## src/rtl/uart_pkg.sv

```systemverilog
`default_nettype none
// ============================================================================
// Package  : uart_pkg
// Purpose  : Shared UART encodings, line-level constants and word-length
//            helper used by the transmit datapath and its sub-blocks.
// Revision : 1.0 - initial release
// ============================================================================
package uart_pkg;

  // Line-control word-length field encodings
  typedef enum logic [1:0] {
    WLS_5 = 2'b00,
    WLS_6 = 2'b01,
    WLS_7 = 2'b10,
    WLS_8 = 2'b11
  } wls_e;

  // Serial line levels
  localparam logic TXD_IDLE  = 1'b1;
  localparam logic TXD_START = 1'b0;

  // Number of data bits carried by a character for a given wls field
  function automatic logic [3:0] word_len(input logic [1:0] wls);
    logic [3:0] len;
    case (wls_e'(wls))
      WLS_5:   len = 4'd5;
      WLS_6:   len = 4'd6;
      WLS_7:   len = 4'd7;
      default: len = 4'd8;
    endcase
    return len;
  endfunction

endpackage
`default_nettype wire

```

## src/rtl/uart_baud_gen.sv

```systemverilog
`default_nettype none
// ============================================================================
// Module   : uart_baud_gen
// Purpose  : Divisor counter producing a one-cycle end-of-bit strobe.
//            The active divisor is captured while cleared and at each wrap,
//            so a divisor change mid-frame only lands at a bit boundary.
//            A divisor of zero parks the counter and suppresses the strobe.
// Revision : 1.0 - initial release
// ============================================================================
module uart_baud_gen #(
  parameter int DIV_W = 16
) (
  input  logic             pclk,
  input  logic             presetn,
  input  logic             i_enable,
  input  logic             i_clr,
  input  logic [DIV_W-1:0] i_divisor,
  output logic             o_edge
);

  logic [DIV_W-1:0] r_cnt;
  logic [DIV_W-1:0] r_div;
  logic             w_wrap;

  // Strobe on the last cycle of a bit period; clear and soft reset suppress it
  assign w_wrap = i_enable && !i_clr && (r_div != '0) &&
                  (r_cnt == (r_div - DIV_W'(1)));
  assign o_edge = w_wrap;

  // Bit-period counter with divisor capture at clear, wrap or while parked
  always_ff @(posedge pclk or negedge presetn) begin
    if (!presetn) begin
      r_cnt <= '0;
      r_div <= '0;
    end else if (!i_enable || i_clr) begin
      r_cnt <= '0;
      r_div <= i_divisor;
    end else if (r_div == '0) begin
      r_cnt <= '0;
      r_div <= i_divisor;
    end else if (w_wrap) begin
      r_cnt <= '0;
      r_div <= i_divisor;
    end else begin
      r_cnt <= r_cnt + DIV_W'(1);
    end
  end

endmodule
`default_nettype wire

```

## src/rtl/uart_tx_datapath.sv

```systemverilog
`default_nettype none
// ============================================================================
// Module   : uart_tx_datapath
// Purpose  : UART transmit datapath slaved to the transmit FSM. Generates the
//            bit strobe, loads/serialises the character, computes parity,
//            drives the registered serial line and reports bit-position
//            status back to the FSM.
// Options  : UART_TX_BREAK_EN - when defined, brk forces txd low while the
//            frame continues underneath; when undefined brk is ignored.
// Revision : 1.0 - initial release
// ============================================================================
module uart_tx_datapath #(
  parameter int DIV_W = 16,
  parameter int CNT_W = 4
) (
  input  logic             pclk,
  input  logic             presetn,
  input  logic             utrst,
  input  logic [7:0]       thr_data,
  input  logic [1:0]       wls,
  input  logic             pen,
  input  logic             eps,
  input  logic             stb,
  input  logic             brk,
  input  logic [DIV_W-1:0] divisor,
  input  logic             transmit_clk_clr,
  input  logic             tsr_load,
  input  logic             shift_en,
  input  logic             shift_count_en,
  input  logic             shift_count_clr,
  input  logic             par,
  input  logic             not_op,
  output logic             transmit_edge,
  output logic             data_cnt_eq,
  output logic             shift_cnt_eq,
  output logic             txd,
  output logic             tx_busy
);

  import uart_pkg::*;

  logic [3:0]       w_word_len;
  logic [CNT_W-1:0] w_n_cnt;
  logic [CNT_W-1:0] w_frame_len;
  logic [7:0]       w_data_mask;
  logic [7:0]       w_load_val;
  logic             w_par_calc;
  logic             w_txd_next;
  logic             w_txd_d;

  logic [7:0]       r_tsr;
  logic             r_par;
  logic [CNT_W-1:0] r_bit_cnt;
  logic             r_txd;

  assign w_word_len  = word_len(wls);
  assign w_n_cnt     = CNT_W'(w_word_len);
  // start + data + optional parity + one or two stop bits
  assign w_frame_len = CNT_W'(32'(w_word_len) + 32'(pen) + 32'(stb) + 32'd2);

  uart_baud_gen #(
    .DIV_W (DIV_W)
  ) u_baud_gen (
    .pclk      (pclk),
    .presetn   (presetn),
    .i_enable  (utrst),
    .i_clr     (transmit_clk_clr),
    .i_divisor (divisor),
    .o_edge    (transmit_edge)
  );

  // Mask of the active data bits; bits above the word length become ones
  always_comb begin
    w_data_mask = '0;
    for (int i = 0; i < 8; i++) begin
      w_data_mask[i] = (i < int'(w_word_len));
    end
  end

  // Ones-fill above the word supplies the stop bits as the TSR drains
  assign w_load_val = thr_data | ~w_data_mask;
  // Even parity is the plain XOR of the data bits; odd parity inverts it
  assign w_par_calc = (^(thr_data & w_data_mask)) ^ ~eps;

  // Line value for the next cycle, one pclk behind the FSM state
  always_comb begin
    w_txd_next = r_tsr[0];
    if (transmit_clk_clr) begin
      w_txd_next = TXD_IDLE;
    end else if (not_op) begin
      w_txd_next = TXD_START;
    end else if (par) begin
      w_txd_next = r_par;
    end
  end

`ifdef UART_TX_BREAK_EN
  assign w_txd_d = brk ? 1'b0 : w_txd_next;
`else
  logic w_brk_unused;
  assign w_brk_unused = brk;
  assign w_txd_d      = w_txd_next;
`endif

  // Transmit shift register and captured parity bit; load wins over shift
  always_ff @(posedge pclk or negedge presetn) begin
    if (!presetn) begin
      r_tsr <= 8'hFF;
      r_par <= 1'b0;
    end else if (!utrst) begin
      r_tsr <= 8'hFF;
      r_par <= 1'b0;
    end else if (tsr_load) begin
      r_tsr <= w_load_val;
      r_par <= w_par_calc;
    end else if (shift_en) begin
      r_tsr <= {1'b1, r_tsr[7:1]};
    end
  end

  // Completed-bit counter: clear wins, increment saturates at all-ones
  always_ff @(posedge pclk or negedge presetn) begin
    if (!presetn) begin
      r_bit_cnt <= '0;
    end else if (!utrst) begin
      r_bit_cnt <= '0;
    end else if (shift_count_clr) begin
      r_bit_cnt <= '0;
    end else if (shift_count_en && (r_bit_cnt != {CNT_W{1'b1}})) begin
      r_bit_cnt <= r_bit_cnt + CNT_W'(1);
    end
  end

  // Registered serial output
  always_ff @(posedge pclk or negedge presetn) begin
    if (!presetn) begin
      r_txd <= TXD_IDLE;
    end else if (!utrst) begin
      r_txd <= TXD_IDLE;
    end else begin
      r_txd <= w_txd_d;
    end
  end

  assign data_cnt_eq  = pen && (r_bit_cnt == w_n_cnt);
  assign shift_cnt_eq = (r_bit_cnt == w_frame_len);
  assign txd          = r_txd;
  assign tx_busy      = !transmit_clk_clr;

endmodule
`default_nettype wire
```

## config.mk

```make
export PLATFORM = sky130hd
export DESIGN_NAME = uart_tx_datapath
export DESIGN_NICKNAME = d
export VERILOG_FILES = /design/src/rtl/uart_pkg.sv /design/src/rtl/uart_baud_gen.sv /design/src/rtl/uart_tx_datapath.sv
export SDC_FILE = /design/constraint.sdc
export NUM_CORES = 1
export LEC_CHECK = 0
export CORE_MARGIN = 3
export CORE_UTILIZATION = 50
export CTS_CLUSTER_DIAMETER = 30
export DETAILED_ROUTE_END_ITERATION = 16
export PLACE_DENSITY = 0.75
export SYNTH_ARGS = -nofsm -noshare
export SYNTH_HDL_FRONTEND = slang
export SYNTH_SLANG_ARGS = --single-unit
```

## constraint.sdc

```tcl
create_clock -name pclk -period 3.5 [get_ports pclk]
set_input_delay 0.525 -clock pclk [delete_from_list [all_inputs] [get_ports pclk]]
set_output_delay 0.525 -clock pclk [all_outputs]
set_load 0.05 [all_outputs]
```

Word level (Yosys, flattened, before mapping) --
Cells that the tools add are included.
Storage, ports and cells: register bits after elaboration 46, input port bits 40, output and inout bits 5, logic and storage cells 66
Operators by class: $add $sub $neg 6, magnitude comparators 8, equal/unequal tests 9, mux-type cells 19, bitwise gates (word level) 5, reductions and logical operators 13
Operator list (count):
- 2-to-1 mux 16 bit | 6
- 2-to-1 mux 8 bit | 3
- adder 16 x 1 -> 16 bit, second input constant | 1
- equality test 16 bit | 1
- zero test 16 bit | 1
- < comparator 3 x 4 -> 1 bit, first input constant | 4
- nonzero test 16 bit | 1
- subtractor 16 x 1 -> 16 bit, second input constant | 1
- 2-to-1 mux 4 bit | 3
- case mux 4 bit (3 select lines) | 1
- adder 4 x 1 -> 4 bit | 2
- bitwise AND 8 bit | 1
- equality test 4 bit | 2
- < comparator 1 x 4 -> 1 bit, first input constant | 2
- < comparator 2 x 4 -> 1 bit, first input constant | 2
- NOT 8 bit | 1
- bitwise OR 8 bit | 1
- XOR reduction 8 bit | 1
- 2-to-1 mux 1 bit | 6
- != test 3 x 1 -> 1 bit, second input constant | 2
- logical AND 1 bit | 5
- adder 4 x 1 -> 4 bit, second input constant | 1
- adder 4 x 2 -> 4 bit, second input constant | 1
- != test 4 bit, second input constant | 1
- other kinds (9) | 10

Depth between registers and ports, before layout --
Gate-level depths: netlist (run 1).
depth in word-level cells 8, mapped depth 12, gate-level depth less buffers 10

By module --
From an unflattened synthesis (run 1), not the netlist that was laid out.
Unflattened totals: cells, all modules 288, area, all modules 2951.6 um^2
Modules (own cells, without submodules):
- uart_baud_gen | times used 1, cells each 187, area each 1958.1 um^2
- uart_tx_datapath | times used 1, cells each 101, area each 993.5 um^2

Least setup slack after synthesis (run 1) --
Ideal clock, no wire load.
path type input port to output port, from input wls[0], to output shift_cnt_eq, arrival 3189 ps, data required time 2975 ps, path slack -214 ps, cell stages on the path 8, buffers on the path 1, cell sequence ha_1 clkbuf_1 nor2_1 fa_1 a21oi_1 xnor2_1 or3_1 a211oi_1
Between the ends: word-level cells in the longest chain between the ends 6
RTL lines:
- start: declaration | line uart_tx_datapath.sv:20 | input logic [1:0] wls,
- equality test 2 bit (tied with other cells) | line uart_pkg.sv:25 | case (wls_e'(wls))
- case mux 4 bit (3 select lines) * | line uart_pkg.sv:25
- adder 4 x 1 -> 4 bit * (2 in a row) | line uart_tx_datapath.sv:59 | assign w_frame_len = CNT_W'(32'(w_word_len) + 32'(pen) + 32'(stb) + 32'd2);
- adder 4 x 2 -> 4 bit * | line uart_tx_datapath.sv:59
- equality test 4 bit * | line uart_tx_datapath.sv:146 | assign shift_cnt_eq = (r_bit_cnt == w_frame_len);
- end: declaration | line uart_tx_datapath.sv:35 | output logic shift_cnt_eq,
Every way passes the cells marked *; elsewhere a longest branch is shown, timed or not.

Worst setup path in the final report (run 1) --
from register u_baud_gen.r_div[0], to output transmit_edge
Between the ends: word-level cells in the longest chain between the ends 3
RTL lines:
- start: declaration | line uart_baud_gen.sv:22 | logic [DIV_W-1:0] r_div;
- start signal: assignment | line uart_baud_gen.sv:37 | r_div <= i_divisor;
- start signal: assignment | line uart_baud_gen.sv:40 | r_div <= i_divisor;
- start signal: assignment | line uart_baud_gen.sv:43 | r_div <= i_divisor;
- subtractor 16 x 1 -> 16 bit or nonzero test 16 bit (tied branches) | line uart_baud_gen.sv:27, uart_baud_gen.sv:26
- equality test 16 bit or logical AND 1 bit (tied branches) | line uart_baud_gen.sv:27, uart_baud_gen.sv:26
- logical AND 1 bit * | line uart_baud_gen.sv:26 | assign w_wrap = i_enable && !i_clr && (r_div != '0) &&
- end: declaration | line uart_tx_datapath.sv:33 | output logic transmit_edge,
Marked as above.

==> results of run 1 <==
[routing by layer]
layer	up-vias	share of wire (%)	track usage [%]
li1	1107	-	-
met1	1061	48	25.5
met2	35	47	28.8
met3	8	3.4	3.69
met4	0	1.4	7.68
met5	-	0	0
[power by group through the flow]
stage,clock network [W],registers [W],logic [W]
final,0.000394,0.000590,0.000252
after global routing,0.000426,0.000595,0.000276
after CTS,0.000399,0.000589,0.000245
after detailed placement,0,0.000599,0.000242
after global placement,0,0.000599,0.000237
after floorplan,0,0.000594,0.000153
[cells by family after synthesis]
| logic type | after synthesis | synth area share, % |
|---|---|---|
| simple gates | 107 | 18.9 |
| xor+xnor | 47 | 14.1 |
| flops | 46 | 39.7 |
| compound gates | 34 | 8.46 |
| mux | 26 | 11.1 |
| buf+inv | 20 | 3.68 |
| fa+ha+maj | 9 | 4.10 |
[cells in the mapped netlist (3+ instances only)]
cell type | count | area (um^2)
dfrtp_1 | 37 | 926
nor2_1 | 31 | 116
xor2_1 | 25 | 219
xnor2_1 | 22 | 193
nand2_1 | 15 | 56.3
mux2_4 | 11 | 165
inv_1 | 10 | 37.5
nor2b_1 | 10 | 62.6
dfstp_2 | 9 | 236
nand3_1 | 9 | 45.0
o21ai_0 | 9 | 45.0
ha_1 | 8 | 100
mux2_2 | 8 | 90.1
mux2i_1 | 7 | 70.1
nor3_1 | 7 | 35.0
or3_1 | 6 | 37.5
a21oi_1 | 5 | 25.0
and3_1 | 5 | 31.3
clkbuf_1 | 5 | 18.8
nand4_1 | 4 | 25.0
a211oi_1 | 3 | 22.5
and2_1 | 3 | 18.8
nand2b_1 | 3 | 18.8
nor4_1 | 3 | 18.8
or4_1 | 3 | 22.5
[path summary, 6_finish.rpt]
check / endpoint / cells past startpoint
worst max register to register: u_baud_gen.r_div[13]$_DFFE_PN0P_ / 9
worst max-delay path: transmit_edge / 8
worst min-delay path: r_par$_DFFE_PN0P_ / 1
worst min register to register: u_baud_gen.r_cnt[0]$_DFF_PN0_ / 1
max in group asynchronous: u_baud_gen.r_div[0]$_DFFE_PN0P_ / 1
min in group pclk: u_baud_gen.r_cnt[0]$_DFF_PN0_ / 1
[area by class of cell]
| class | instances | area [um^2] | area share [%] |
|---|---|---|---|
| multi-input combinational | 223 | 1710 | 46.9 |
| sequential | 46 | 1160 | 32.0 |
| timing repair buffer | 53 | 531 | 14.6 |
| tap | 72 | 90.1 | 2.48 |
| clock buffer | 7 | 76.3 | 2.10 |
| inverter | 10 | 37.5 | 1.03 |
| clock inverter | 1 | 30.0 | 0.826 |
[stage by stage]
| step | setup TNS (ns) | instances | hold WS [ns] | instance area [um^2] | setup slack, ns |
|---|---|---|---|---|---|
| after floorplan | 0 | 289 | 0.229 | 2930 | 0.0933 |
| after global placement | 0 | 402 | 0.493 | 3460 | 0.0204 |
| after detailed placement | -0.0428 | 402 | 0.504 | 3460 | -0.0428 |
| after CTS | 0 | 410 | 0.419 | 3570 | 0.00451 |
| after global routing | -0.0844 | 412 | 0.466 | 3630 | -0.0844 |
| final | 0 | 412 | 0.389 | 3630 | 0.0954 |
[flip-flops by register name (all words and copies together) (netlist names)]
register / cells
r_bit_cnt: 4
r_par: 1
r_tsr: 8
txd: 1
u_baud_gen.r_cnt: 16
u_baud_gen.r_div: 16
[layout by cell type (no fill, tap or decap), types with 2 or more instances in the layout]
cell             instances
a211oi_1                 2
buf_4                   10
dlymetal6s2s_1           2
xnor2_1                 21
o21ai_0                  9
ha_2                     2
o211a_1                  2
or3_1                    6
nand2b_1                 3
or4_1                    3
o31ai_1                  2
a31oi_1                  2
nand3_1                  9
inv_1                    8
nor2_2                   3
nor4_1                   2
clkdlybuf4s50_1         38
nor3_1                   7
nor2b_1                 10
dfrtp_1                 36
inv_2                    2
nor3b_1                  2
mux2_4                  11
nand2_1                 15
clkbuf_8                 5
xor2_1                  25
mux2_2                   8
a32o_1                   2
mux2i_1                  7
dfstp_2                  9
and3_1                   5
clkbuf_1                 2
nor2_1                  28
and2_1                   3
a21oi_1                  4
nand4_1                  4
ha_1                     6
[what timing repair did]
action,4_1_cts,5_1_grt
buffers inserted,0,2
pin swaps,1,8
gates cloned,0,0
hold buffers,0,0
setup endpoints to repair,2,2
resized for setup,2,15
[worst max-delay path, delay by kind of cell (launching register included)]
family / cells / cell delay (ns)
simple gates: 4 / 1.44
compound gates: 3 / 0.52
flops: 1 / 0.46
buf+inv: 1 / 0.15
==> flow_metrics.py, run 1 <==
metrics = {
    "job": {
        "cap_viol_max_count": 0,
    },
    "critical_path": {
        "r2r-start": "u_baud_gen.r_div[0]$_DFFE_PN0P_",
        "crit_path_start_kind": "flop",
        "critPathSlowestCell": "or4_1",
        "setup.worst_path.class": "reg2out",
        "critPathCaptureType": "output port",
        "worst_path_largest_cell_delay_ns": 0.56,
        "crit_chain": "or4_1 -> or4b_1 -> a21oi_1 -> o21ai_1 -> a221oi_2 -> nand3_1 -> nor2_2 -> buf_12",
        "rrSetupSlack_ns": 0.41,
        "worst_ep_arrival_time_ns": 2.88,
        "path_max_fanout": 6,
        "worstPathRequired_ns": 2.97,
        "startpoint": "u_baud_gen.r_div[0]$_DFFE_PN0P_",
    },
    "sta": {
        "period_minus_slack_ns": 3.40,
        "setup_viol": 0,
        "rsz0062_at_grt": "true",
        "max_freq_mhz": 294,
        "worst_slew_margin_rel_pct": 33.6,
        "fin_worst_skew_ns": 0.00214,
        "finalCritPeriodShare_pct": 97.3,
        "tightest_slew_ns": 0.996,
        "drv_slew": 0,
        "finalHoldViolations": 0,
    },
    "power_and_ir_drop": {
        "p_leak_nw": 1.53,
        "p_sw_w": 0.000322,
        "p_comb_share_pct": 20.4,
        "p_seq_share_pct": 47.8,
        "clkPwrFrac_pct": 31.9,
        "vdd_drop_max_v": 0.000193,
        "total_power_w": 0.00124,
        "powerDensity_nw_per_um2": 340,
        "swShare_pct": 26.1,
        "power.internal_w": 0.000913,
    },
    "drt": {
        "dr.pass1.iters": 4,
        "via_count": 2211,
        "drt_iter0_drc": 122,
        "wl_mm": 5.87,
        "vias_per_cell": 5.37,
        "wire_per_inst_um": 14.2,
        "ant_nets": 0,
        "route.detailed.drc": 0,
    },
    "global_routing": {
        "antenna_found_initial": 0,
        "grt-ovfl-total": 0,
        "grt_max_degree": 47,
        "grt_first_pass_wirelength_mm": 9.65,
        "grt_pass1_vias": 2124,
        "track_usage_pct": 18.6,
    },
    "cts": {
        "insertion_delay_ns": 0.30,
        "clock-sinks": 46,
        "htree_levels": 2,
        "clkSlewWorstSetupHoldPaths_ns": 0.08,
        "clock_tree.buffer_depth": 2,
        "cts_tree": "done",
        "cts_buffers": 5,
        "clockRootBuffer": "clkbuf_8",
    },
    "layout": {
        "diodes": 0,
        "layout-drive-gt1-share_pct": 18.8,
        "nNetsFinal": 388,
        "fillers": 467,
        "syn2layout_area_growth_pct": 24.1,
        "fin_util_pct": 65.2,
    },
    "floorplanning": {
        "die_area_um2": 6810,
        "die_w_um": 82.5,
        "initial_utilization_pct": 52.5,
        "die_y_um": 82.5,
        "rows": 27,
        "pin_count": 45,
        "core_um2": 5570,
    },
    "synthesis": {
        "ys_ff_latch": 46,
        "synth_nets": 338,
        "yosysWarnings": 0,
        "syn_inst": 289,
        "synth.distinct_cells": 50,
        "synth_edf_count": 0,
        "synth-main-ff-cell": "dfrtp_1",
        "netlist_area_um2": 2930,
        "ys_async_sr_fraction_pct": 100,
        "seq_area_frac_synth_pct": 39.7,
        "avgSynthCellArea_um2": 10.1,
    },
    "placement": {
        "place.gp.congestion": 0.829,
        "dp_hpwl_mm": 4.41,
        "portBuffers": 43,
    },
    "worst_hold_path": {
        "hp-class": "in2async",
    },
    "outcome": {
        "run_status": "finished clean",
    },
}
(Power assumes the default switching activity.)
==> inputs of run 2 (changes only) <==
--- a/config.mk
+++ b/config.mk
@@ -7,9 +7,10 @@
 export LEC_CHECK = 0
 export CORE_MARGIN = 3
 export CORE_UTILIZATION = 50
+export CTS_BUF_LIST = sky130_fd_sc_hd__clkbuf_16
 export CTS_CLUSTER_DIAMETER = 30
 export DETAILED_ROUTE_END_ITERATION = 16
-export PLACE_DENSITY = 0.75
+export DONT_BUFFER_PORTS = 1
 export SYNTH_ARGS = -nofsm -noshare
 export SYNTH_HDL_FRONTEND = slang
 export SYNTH_SLANG_ARGS = --single-unit
==> flow_metrics.py, run 2 (same netlist as run 1, synthesis figures left out) <==
metrics = {
    "critical_path": {
        "worstSetupPathDepth": 7,
        "crit_top_cell": "or4_1",
        "worst_ep_arrival_time_ns": 2.81,
        "path_max_fanout": 8,
        "worstRegToRegCells": 8,
        "worst_path_dominant_cell_family": "simple AND/OR/NAND/NOR gates",
        "worst_path_largest_cell_delay_ns": 0.57,
        "critPathCaptureType": "output port",
        "crit_chain": "or4_1 -> buf_4 -> or4_1 -> a221oi_4 -> nand3_2 -> nor2_1 -> buf_6",
        "crit_path_start_kind": "flop",
        "worstPathRequired_ns": 2.97,
        "critPathSlowestCell": "or4_1",
        "setup.worst_path.class": "reg2out",
        "cp.buffers_inverters": 2,
    },
    "drt": {
        "wl_mm": 5.68,
        "vias_per_cell": 5.50,
        "route.detailed.drc": 0,
        "ant_nets": 0,
        "drt_iter0_drc": 67,
        "dr.pass1.iters": 4,
        "via_count": 2009,
        "wire_per_inst_um": 15.6,
    },
    "layout": {
        "nNetsFinal": 341,
        "regArea_um2": 1160,
        "multi_input_area_um2": 1700,
        "final_common_cell": "dfrtp_1",
        "fillers": 509,
        "mostFrequentLayoutCells": "dfrtp_1, nor2_1, xor2_1",
        "finalNonFillerCells": 365,
        "syn2layout_area_growth_pct": 10.1,
        "layout-drive-gt1-share_pct": 17.7,
        "diodes": 0,
        "largestRegisters": "u_baud_gen.r_cnt: 16 flops, u_baud_gen.r_div: 16 flops, r_tsr: 8 flops",
    },
    "power_and_ir_drop": {
        "powerDensity_nw_per_um2": 407,
        "total_power_w": 0.00131,
        "vdd_drop_max_v": 0.000209,
        "p_leak_nw": 1.35,
    },
    "sta": {
        "tightest_slew_ns": 0.882,
        "setup_slack_ns": 0.161,
        "finalCritPeriodShare_pct": 95.4,
        "worst_slew_margin_rel_pct": 41.0,
        "period_minus_slack_ns": 3.34,
        "drv_slew": 0,
        "final.setup.tns_ns": 0,
        "fin_worst_skew_ns": 0.00901,
        "setup_viol": 0,
        "max_freq_mhz": 300,
        "finalHoldViolations": 0,
    },
    "floorplanning": {
        "die_w_um": 82.5,
        "core_um2": 5570,
        "die_y_um": 82.5,
        "pin_count": 45,
        "rows": 27,
        "initial_utilization_pct": 52.5,
        "die_area_um2": 6810,
    },
    "placement": {
        "place_ws_ns": 0.340,
        "dp_hpwl_mm": 4.08,
        "placed_cells": 355,
        "portBuffers": 0,
        "place.gp.congestion": 0.817,
    },
    "cts": {
        "insertion_delay_ns": 0.29,
        "htree_levels": 2,
        "clock_tree.buffer_depth": 2,
        "clkSlewWorstSetupHoldPaths_ns": 0.07,
        "clockRootBuffer": "clkbuf_16",
        "cts_tree": "done",
        "cts_buffers": 5,
        "clock-sinks": 46,
    },
    "global_routing": {
        "antenna_found_initial": 0,
        "track_usage_pct": 18.5,
        "grt_first_pass_wirelength_mm": 9.69,
        "grt_max_degree": 38,
        "grt_pass1_vias": 2044,
        "grt-ovfl-total": 0,
    },
    "worst_hold_path": {
        "hp-class": "in2async",
    },
    "outcome": {
        "run_status": "finished clean",
    },
    "job": {
        "cap_viol_max_count": 0,
    },
}
-- run 2: cell types whose count changed in the layout (fill, tap and decap cells not counted), moves of 2 or more --
cell             delta
clkbuf_16           +4
inv_2               -2
nor2_2              -3
clkdlybuf4s50_1    -38
nor2_1              +3
buf_4               -6
inv_1               +2
dlymetal6s2s_1      -2
clkbuf_1            -2
clkinvlp_4          +2
clkbuf_8            -5
-- run 2: worst register-to-register path: cells and delay by family, from the launching register on --
family,cells,cell delay [ns]
AO/OA/AOI/OAI,3,0.80
buffers and inverters,3,0.65
flip-flops,1,0.45
AND/OR/NAND/NOR,2,1.12
-- run 2: timing repair --
action                     4_1_cts  5_1_grt
setup buffers                    0        1
setup endpoints to repair        0        1
resized for setup                0        9
hold buffers                     1        0
hold endpoints to repair        37        0
-- run 2: metrics by stage --
| step | hold slack [ns] | cell area (um^2) | utilization (%) |
|---|---|---|---|
| after global placement | 0.232 | 2980 | 53.5 |
| after global routing | 0.0599 | 3220 | 57.8 |
| after detailed placement | 0.232 | 2980 | 53.5 |
| after floorplan | 0.229 | 2930 | - |
| final | 0.0674 | 3220 | 57.8 |
| after CTS | 0.0660 | 3170 | 56.9 |
-- run 2: area by class of cell --
type	count	share of cell area [%]
Timing Repair Buffer	6	1.90
Tap cell	72	2.80
Multi-Input combinational cell	223	52.7
Sequential cell	46	36.1
Inverter	10	1.16
Clock inverter	3	1.40
Clock buffer	5	3.88
-- run 2: per-layer routing --
metal	up-vias	GRT usage, %	wire, um
met5	-	0	0
met4	0	5.39	67
met3	5	3.36	205
met2	30	27.8	2580
met1	962	27.1	2830
li1	1012	-	-
-- run 2: final timing paths --
path	start	end	slack (ns)
setup / recovery	u_baud_gen.r_div[0]$_DFFE_PN0P_	transmit_edge	0.16
hold reg to reg	u_baud_gen.r_cnt[0]$_DFF_PN0_	u_baud_gen.r_cnt[0]$_DFF_PN0_	0.50
max in group asynchronous	presetn	u_baud_gen.r_div[0]$_DFFE_PN0P_	3.22
hold / removal	presetn	u_baud_gen.r_cnt[3]$_DFF_PN0_	0.07
min in group pclk	utrst	r_tsr[4]$_DFFE_PN1P_	0.27
setup reg to reg	u_baud_gen.r_div[0]$_DFFE_PN0P_	u_baud_gen.r_div[15]$_DFFE_PN0P_	0.43
-- run 2: where the power goes --
part           total, W  internal, W  switching [W]  leakage, nW
registers      0.000594     0.000562      0.0000324        0.571
clock network  0.000537     0.000337       0.000200       0.0760
logic          0.000182    0.0000922      0.0000894        0.707
==> inputs of run 3 (changes only) <==
--- a/config.mk
+++ b/config.mk
@@ -6,7 +6,7 @@
 export NUM_CORES = 1
 export LEC_CHECK = 0
 export CORE_MARGIN = 3
-export CORE_UTILIZATION = 50
+export CORE_UTILIZATION = 30
 export CTS_BUF_LIST = sky130_fd_sc_hd__clkbuf_16
 export CTS_CLUSTER_DIAMETER = 30
 export DETAILED_ROUTE_END_ITERATION = 16
==> flow_metrics.py, run 3 (same netlist as run 1, synthesis figures left out) <==
metrics = {
    "outcome": {
        "run_status": "finished clean",
    },
    "sta": {
        "fin_worst_skew_ns": 0.00574,
        "max_freq_mhz": 298,
        "finalCritPeriodShare_pct": 95.8,
        "worst_slew_margin_rel_pct": 40.5,
        "finalHoldViolations": 0,
        "setup_slack_ns": 0.147,
        "tightest_slew_ns": 0.889,
        "period_minus_slack_ns": 3.35,
        "drv_slew": 0,
        "setup_viol": 0,
    },
    "critical_path": {
        "worst_ep_arrival_time_ns": 2.83,
        "critPathCaptureType": "output port",
        "path_max_fanout": 6,
        "crit_chain": "or4_1 -> or4b_1 -> a21oi_1 -> o21ai_1 -> a221oi_4 -> nand3_2 -> nor2_2 -> buf_6",
        "cp.buffers_inverters": 1,
        "worst_path_dominant_cell_family": "simple AND/OR/NAND/NOR gates",
        "critPathSlowestCell": "or4_1",
        "setup.worst_path.class": "reg2out",
        "worstPathRequired_ns": 2.97,
        "crit_path_start_kind": "flop",
        "worst_path_largest_cell_delay_ns": 0.57,
    },
    "power_and_ir_drop": {
        "vdd_drop_max_v": 0.000168,
        "p_sw_w": 0.000333,
        "p_seq_share_pct": 47.7,
        "p_leak_nw": 1.35,
        "clkPwrFrac_pct": 37.7,
        "powerDensity_nw_per_um2": 382,
        "swShare_pct": 26.7,
        "p_comb_share_pct": 14.5,
        "power.internal_w": 0.000915,
    },
    "global_routing": {
        "grt-ovfl-total": 0,
        "grt_pass1_vias": 2135,
        "grt_first_pass_wirelength_mm": 10.2,
        "antenna_found_initial": 0,
        "grt_max_degree": 38,
        "track_usage_pct": 11.4,
    },
    "floorplanning": {
        "die_area_um2": 11000,
        "rows": 35,
        "pin_count": 45,
        "die_y_um": 105,
        "die_w_um": 105,
        "core_um2": 9370,
        "initial_utilization_pct": 31.2,
    },
    "worst_hold_path": {
        "hp-class": "in2async",
    },
    "layout": {
        "diodes": 0,
        "fillers": 969,
        "layout-drive-gt1-share_pct": 17.7,
        "largestRegisters": "u_baud_gen.r_cnt: 16 flops, u_baud_gen.r_div: 16 flops, r_tsr: 8 flops",
        "final_common_cell": "dfrtp_1",
        "nNetsFinal": 342,
        "syn2layout_area_growth_pct": 11.5,
        "fin_util_pct": 34.8,
        "mostFrequentLayoutCells": "dfrtp_1, nor2_1, xor2_1",
    },
    "placement": {
        "dp_hpwl_mm": 4.30,
        "portBuffers": 0,
        "place.gp.congestion": 0.800,
        "place_ws_ns": 0.241,
    },
    "cts": {
        "clkSlewWorstSetupHoldPaths_ns": 0.07,
        "cts_tree": "done",
        "cts_buffers": 5,
        "insertion_delay_ns": 0.29,
        "htree_levels": 2,
        "clock-sinks": 46,
        "clockRootBuffer": "clkbuf_16",
        "clock_tree.buffer_depth": 2,
    },
    "drt": {
        "drt_iter0_drc": 94,
        "via_count": 2113,
        "ant_nets": 0,
        "dr.pass1.iters": 4,
        "wl_mm": 6.13,
        "vias_per_cell": 5.00,
        "route.detailed.drc": 0,
        "wire_per_inst_um": 14.5,
    },
    "job": {
        "cap_viol_max_count": 0,
    },
}
==> run 3: cell types whose count changed in the layout (fill, tap and decap cells not counted) <==
cell | previous run | this run
ha_1 | 7 | 8
nor4_2 | 0 | 1
nor2_1 | 31 | 30
clkinvlp_4 | 2 | 1
clkinv_1 | 0 | 1
nor2_2 | 0 | 1
nor4_4 | 1 | 0
ha_2 | 1 | 0
bufinv_16 | 1 | 0
buf_4 | 4 | 5
clkinv_2 | 0 | 1
==> run 3: cell type report <==
cell class	instances	area, um^2	area share, %
Tap cell	129	161	4.94
Multi-Input combinational cell	223	1690	51.8
Clock buffer	5	125	3.83
Timing Repair Buffer	7	68.8	2.11
Sequential cell	46	1160	35.7
Clock inverter	3	16.3	0.498
Inverter	10	37.5	1.15
==> run 3: routing by layer <==
metal | part of all wire (%) | track usage (%) | vias up
li1 | - | - | 1022
met1 | 45 | 14.9 | 1015
met2 | 47 | 17.7 | 65
met3 | 6.6 | 3.52 | 11
met4 | 1.5 | 4.40 | 0
met5 | 0 | 0 | -
==> run 3: worst reg2reg max path: cells and delay by family (launching register included) <==
kind,cells,cell delay (ns)
compound gates,4,0.97
simple gates,2,1.08
mux,1,0.39
buf+inv,1,0.16
flops,1,0.44
==> run 3: power groups by stage <==
stage	combinational, W	clock [W]	sequential, W
floorplan	0.000153	0	0.000594
global placement	0.000163	0	0.000603
detailed placement	0.000166	0	0.000604
CTS	0.000180	0.000483	0.000594
global route	0.000203	0.000506	0.000600
finish	0.000181	0.000471	0.000595
==> run 3: timing repair <==
action,in CTS,in global routing
buffers inserted,0,1
hold endpoints to repair,37,0
hold buffers,1,0
gates resized for setup,1,7
pin swaps,0,2
endpoints found under the setup margin,1,1
==> run 3: per-stage QoR <==
| step | hold WS, ns | setup TNS, ns | cell area, um^2 | power, W | cells |
|---|---|---|---|---|---|
| after floorplan | 0.229 | 0 | 2930 | 0.000746 | 289 |
| after global placement | 0.231 | 0 | 3060 | 0.000765 | 413 |
| after detailed placement | 0.231 | 0 | 3060 | 0.000770 | 413 |
| after CTS | 0.0652 | 0 | 3230 | 0.00126 | 422 |
| after global routing | 0.0568 | -0.0365 | 3260 | 0.00131 | 423 |
| final | 0.0666 | 0 | 3260 | 0.00125 | 423 |
==> run 3: worst paths after layout <==
path | from | endpoint | slack, ns | cells after the start
worst max-delay path | u_baud_gen.r_div[0]$_DFFE_PN0P_ | transmit_edge | 0.15 | 8
worst min-delay path | presetn | r_par$_DFFE_PN0P_ | 0.07 | 1
worst max register to register | u_baud_gen.r_div[0]$_DFFE_PN0P_ | u_baud_gen.r_div[0]$_DFFE_PN0P_ | 0.34 | 8
worst min register to register | u_baud_gen.r_cnt[0]$_DFF_PN0_ | u_baud_gen.r_cnt[0]$_DFF_PN0_ | 0.51 | 1
max in group asynchronous | presetn | u_baud_gen.r_div[2]$_DFFE_PN0P_ | 3.22 | 1
min in group pclk | utrst | r_tsr[2]$_DFFE_PN1P_ | 0.27 | 1
